--- config.mk ---
export PLATFORM = sky130hd
export DESIGN_NAME = gcd_engine
export DESIGN_NICKNAME = d
export VERILOG_FILES = /design/src/rtl/gcd_pkg.sv /design/src/rtl/gcd_step.sv /design/src/rtl/gcd_engine.sv
export SDC_FILE = /design/constraint.sdc
export NUM_CORES = 1
export LEC_CHECK = 0
export ABC_AREA = 1
export BUFFER_PORTS_ARGS = -buffer_cell sky130_fd_sc_hd__buf_4
export CAP_MARGIN = 20
export CORE_ASPECT_RATIO = 0.5
export CORE_MARGIN = 2
export CORE_UTILIZATION = 53
export CTS_CLUSTER_DIAMETER = 150
export DETAILED_ROUTE_END_ITERATION = 8
export PLACE_DENSITY = 0.76
export RECOVER_POWER = 25
export SLEW_MARGIN = 30
export SYNTH_ARGS = -nofsm -noshare
export SYNTH_HDL_FRONTEND = slang
export SYNTH_SLANG_ARGS = --single-unit
--- constraint.sdc ---
create_clock -name clk -period 2.1 [get_ports clk]
set_input_delay 0.315 -clock clk [delete_from_list [all_inputs] [get_ports clk]]
set_output_delay 0.315 -clock clk [all_outputs]
set_load 0.02 [all_outputs]
--- src/rtl/gcd_pkg.sv ---
// rtl/gcd_pkg.sv - shared state encoding and mode constants for the GCD engine
package gcd_pkg;

  typedef enum logic [1:0] {
    IDLE = 2'd0,
    RUN  = 2'd1,
    DONE = 2'd2
  } state_t;

  localparam logic MODE_SUB = 1'b0;
  localparam logic MODE_BIN = 1'b1;

endpackage

--- src/rtl/gcd_step.sv ---
// rtl/gcd_step.sv - one combinational reduction step, subtractive or binary
module gcd_step
  import gcd_pkg::*;
#(
  parameter int WIDTH = 8
) (
  input  logic [WIDTH-1:0] a,
  input  logic [WIDTH-1:0] b,
  input  logic             mode,
  output logic [WIDTH-1:0] a_nxt,
  output logic [WIDTH-1:0] b_nxt,
  output logic             k_inc,
  output logic             term
);

  logic             a_ge_b;
  logic             a_even;
  logic             b_even;
  logic [WIDTH-1:0] a_minus_b;
  logic [WIDTH-1:0] b_minus_a;

  assign term      = (a == '0) || (b == '0);
  assign a_ge_b    = (a >= b);
  assign a_even    = ~a[0];
  assign b_even    = ~b[0];
  assign a_minus_b = a - b;
  assign b_minus_a = b - a;

  // Subtractive mode and the both-odd binary case share the same compare-subtract path
  always_comb begin
    a_nxt = a;
    b_nxt = b;
    k_inc = 1'b0;
    if (!term) begin
      if (mode == MODE_SUB || (!a_even && !b_even)) begin
        if (a_ge_b) a_nxt = a_minus_b;
        else        b_nxt = b_minus_a;
      end else if (a_even && b_even) begin
        a_nxt = a >> 1;
        b_nxt = b >> 1;
        k_inc = 1'b1;
      end else if (a_even) begin
        a_nxt = a >> 1;
      end else begin
        b_nxt = b >> 1;
      end
    end
  end

endmodule

--- src/rtl/gcd_engine.sv ---
// rtl/gcd_engine.sv - iterative GCD engine with valid/ready handshakes and step counting
module gcd_engine
  import gcd_pkg::*;
#(
  parameter int WIDTH  = 8,
  parameter int ITER_W = WIDTH + 1
) (
  input  logic              clk,
  input  logic              reset,
  input  logic              in_valid,
  output logic              in_ready,
  input  logic [WIDTH-1:0]  a_in,
  input  logic [WIDTH-1:0]  b_in,
  input  logic              mode_in,
  output logic              out_valid,
  input  logic              out_ready,
  output logic [WIDTH-1:0]  gcd_out,
  output logic [ITER_W-1:0] iter_out,
  output logic              zero_out,
  output logic              busy
);

  localparam int KW = $clog2(WIDTH) + 1;

  state_t            state;
  logic [WIDTH-1:0]  a_q;
  logic [WIDTH-1:0]  b_q;
  logic [KW-1:0]     k_q;
  logic [ITER_W-1:0] count_q;
  logic              mode_q;

  logic [WIDTH-1:0]  a_nxt;
  logic [WIDTH-1:0]  b_nxt;
  logic              k_inc;
  logic              term;
  logic [WIDTH-1:0]  max_ab;
  logic [ITER_W-1:0] count_inc;

  gcd_step #(
    .WIDTH (WIDTH)
  ) u_step (
    .a     (a_q),
    .b     (b_q),
    .mode  (mode_q),
    .a_nxt (a_nxt),
    .b_nxt (b_nxt),
    .k_inc (k_inc),
    .term  (term)
  );

  assign in_ready  = (state == IDLE);
  assign busy      = (state == RUN);
  assign max_ab    = (a_q >= b_q) ? a_q : b_q;
  // Step counter sticks at all-ones rather than wrapping
  assign count_inc = (&count_q) ? count_q : count_q + ITER_W'(1);

  always_ff @(posedge clk or posedge reset) begin
    if (reset) begin
      state     <= IDLE;
      a_q       <= '0;
      b_q       <= '0;
      k_q       <= '0;
      count_q   <= '0;
      mode_q    <= MODE_SUB;
      gcd_out   <= '0;
      iter_out  <= '0;
      zero_out  <= 1'b0;
      out_valid <= 1'b0;
    end else begin
      case (state)
        IDLE: begin
          if (in_valid) begin
            a_q       <= a_in;
            b_q       <= b_in;
            mode_q    <= mode_in;
            k_q       <= '0;
            count_q   <= '0;
            out_valid <= 1'b0;
            state     <= RUN;
          end
        end
        RUN: begin
          if (term) begin
            // k only moves in binary mode, so the shift is a no-op for subtractive
            gcd_out   <= max_ab << k_q;
            iter_out  <= count_q;
            zero_out  <= (a_q == '0) && (b_q == '0);
            out_valid <= 1'b1;
            state     <= DONE;
          end else begin
            a_q     <= a_nxt;
            b_q     <= b_nxt;
            count_q <= count_inc;
            if (k_inc) k_q <= k_q + KW'(1);
          end
        end
        DONE: begin
          if (out_ready) begin
            out_valid <= 1'b0;
            state     <= IDLE;
          end
        end
        default: state <= IDLE;
      endcase
    end
  end

endmodule

==> flow_summary.toml <==
[outcome]
outcome = "complete, but fails checks"
violated_checks = "negative setup slack"

[global_routing]
grt_antenna_before_repair = 0
grt_pass1_vias = 3404
grt_pass1_wl_um = 16600
maximum_number_of_pins_on_one_net_before_global_route_repair = 52
globalRouteTotalUtil = 0.278
gr-total-overflow = 0

[logic_synthesis]
synthesis.area_per_instance_um2 = 7.22
ys_ff_latch = 51
synth.yosys.seq_area_share = 0.355
yosys_warnings = 0
post_synth_inst_count = 498
mappedNetlistArea_um2 = 3590
yosys-top-cells-area = "dfrtp_1 (36%), nand2_1 (15%), nand3_1 (8.5%)"
post-synth-top-area-cell = "dfrtp_1"
synth_top_cell_area_share = 0.355
ys_types = 34
syn_nets = 541

[die]
fp.coreArea_um2 = 6620
starting_density = 0.543
die_area_um2 = 7500
die_x_um = 120
die_height_um = 62.2
pin_count = 42
num_rows = 21

[critical_path]
critical_path.cell_chain = "inv_2, ha_4, fa_2, inv_2, nand2_2, nand2_2, nand3_2, nand3_4, inv_2, o21ai_4, nor2_4, buf_8, buf_4, o21ai_2"
critPathRequiredTime_ns = 2.33
critical-path-top-delay-family = "adder cells"
critPathMostFrequentCell = "inv_2"
crit_path_start_kind = "flop"
setup.worst_path.class = "flop to flop"
worstPathMaxFanout = 11
critPathBufInv = 5
cpPeakStageDelay_ns = 0.41
crit_path_top_delay_cell = "fa_2"
timing.critical_path.arrival_ns = 2.41
setup.worst_path.end_class = "flop"

[route]
drc = 0
routed_wl_um = 10200
total_via_count_after_detailed_routing = 3720
drt_iter0_drc = 367
firstDrtPassIters = 5
via_per_inst = 5.59
antenna_left = 0
routed_wire_length_per_instance_um = 15.3

[clocking]
cts_buffers = 5
clkSinkCount = 51
clock_tree_from_tritoncts = "done"
clockRootBuffer = "clkbuf_16"
cts_htree_levels = 2
clkLatencyLatePin_ns = 0.30
cts_hold_buffers = 0
cts_max_path_buffers = 2
path_clk_slew_ns = 0.07

[hold_path]
timing.hold.worst.class = "primary input to flop"

[layout]
layout-drive-gt1-share = 0.291
num_antenna_cells = 0
layout.nets = 615
fillerInstances = 558
area.growth.synth_to_final_pct = 27.7
finish.instance_area_um2 = 4590

[timing]
fin_setup_tns_ns = -0.376
finClkSkew_ns = 0.00766
grt_setup_unrepaired = "yes"
post_layout_worst_setup_margin_ns = -0.0791
timing.max_slew.rel_slack = 0.121
final.period_utilization = 1.04
setup_viol_count_final = 16
timing.final.max_slew_violations = 0
finalHoldViolCount = 0
layout_min_cycle_time_ns = 2.18
worst_slew_pin_slew_ns = 1.32
max_freq_mhz = 459

[placed_design]
place_congestion = 0.993
placedInstanceArea_um2 = 4210
number_of_buffer_cells_added_on_primary_ports = 41
detail_placement_hpwl_um = 6950

[job]
cap_violations = 0
==> registers in the layout (all words and copies together), names as in the netlist <==
| signal | flops |
|---|---|
| out_valid | 1 |
| b_q | 8 |
| iter_out | 9 |
| count_q | 9 |
| mode_q | 1 |
| state | 2 |
| gcd_out | 8 |
| k_q | 4 |
| a_q | 8 |
| zero_out | 1 |
==> per-stage QoR <==
step / util / instances / hold WS [ns] / setup WS, ns
2_1_floorplan: - / 498 / 0.472 / -0.00211
3_3_place_gp: 0.636 / 648 / 0.393 / 0.00624
6_report: 0.693 / 665 / 0.317 / -0.0791
5_1_grt: 0.693 / 665 / 0.341 / -0.173
3_5_place_dp: 0.636 / 648 / 0.404 / -0.0921
4_1_cts: 0.673 / 662 / 0.0857 / 0.00469
==> repair_timing <==
action / CTS / global route
buffers inserted: 4 / 5
gates resized for setup: 6 / 49
pin swaps: 4 / 12
setup endpoints to repair: 14 / 31
gates cloned: 2 / 0
==> cells in the final DEF (no fill, tap or decap), types with 2 or more instances in the layout <==
master,count
o31ai_1,7
or2_1,2
nand3_1,51
nor2_2,2
o21ai_2,8
nand4_1,8
nand2_1,125
nor2_4,4
nand2_2,22
o211ai_1,2
buf_6,2
xnor2_1,3
nor3_1,4
inv_2,19
buf_8,2
nor2_1,19
o21ai_0,25
clkbuf_16,5
xor2_1,8
dfrtp_1,51
nand3_2,11
ha_1,18
buf_4,76
o21bai_1,2
inv_1,39
a21oi_1,20
o21ai_1,16
clkinv_1,2
==> layout make-up <==
cell class / instances / area (µm²) / share of cell area
inverter: 60 / 225 / 0.0491
clock inverter: 3 / 46.3 / 0.0101
clock buffer: 5 / 125 / 0.0273
timing repair buffer: 82 / 636 / 0.138
multi-input combinational: 372 / 2170 / 0.472
tap: 92 / 115 / 0.0251
sequential: 51 / 1280 / 0.278
==> cell usage after synthesis (all sizes together) <==
cell type	count
nand2	147
nand3	63
inv	58
dfrtp	51
o21ai	50
nor2	25
a21oi	22
ha	20
clkbuf	11
nand4	8
o31ai	8
xor2	8
buf	5
nor3	4
o21bai	3
or2	3
xnor2	3
clkinv	2
fa	2
o211ai	2
a31oi	1
nor4	1
o221ai	1
==> worst reg2reg max path: stages (launching register included) <==
cell	delay, ns
dfrtp_1	0.38
inv_2	0.07
ha_4	0.17
fa_2	0.41
inv_2	0.07
nand2_2	0.07
nand2_2	0.09
nand3_2	0.09
nand3_4	0.11
inv_2	0.05
o21ai_4	0.14
nor2_4	0.06
buf_8	0.17
buf_4	0.14
o21ai_2	0.10
==> worst paths after layout <==
check	startpoint	to	slack [ns]	cells past startpoint
setup / recovery	a_q[0]	b_q[1]	-0.08	14
hold / removal	mode_in	mode_q	0.32	3
setup reg to reg	a_q[0]	b_q[1]	-0.08	14
hold reg to reg	iter_out[2]	iter_out[2]	0.49	2
max in group asynchronous	reset	count_q[4]	0.83	3
min in group asynchronous	reset	iter_out[4]	0.48	3
==> layer usage <==
layer  routed length [µm]  global-route usage  vias up  part of all wire
met5                    0                   0        -                 0
met4                  299              0.0887        0             0.029
met3                  669              0.0579       33             0.066
met2                 4590               0.429      157              0.45
met1                 4610               0.392     1748              0.45
li1                     -                   -     1782                 -
==> logic make-up (layout without fill, tap and decap cells) <==
family	Yosys count	count (layout)	share of synthesized area
AO/OA/AOI/OAI	87	87	0.144
buffers and inverters	76	150	0.0863
XOR/XNOR	11	11	0.0268
adder cells (fa/ha/maj)	22	22	0.0808
AND/OR/NAND/NOR	251	252	0.307
flip-flops	51	51	0.355
Power is not shown: default switching activity piles up to over one toggle a cycle in this logic, so the estimate is an artifact.
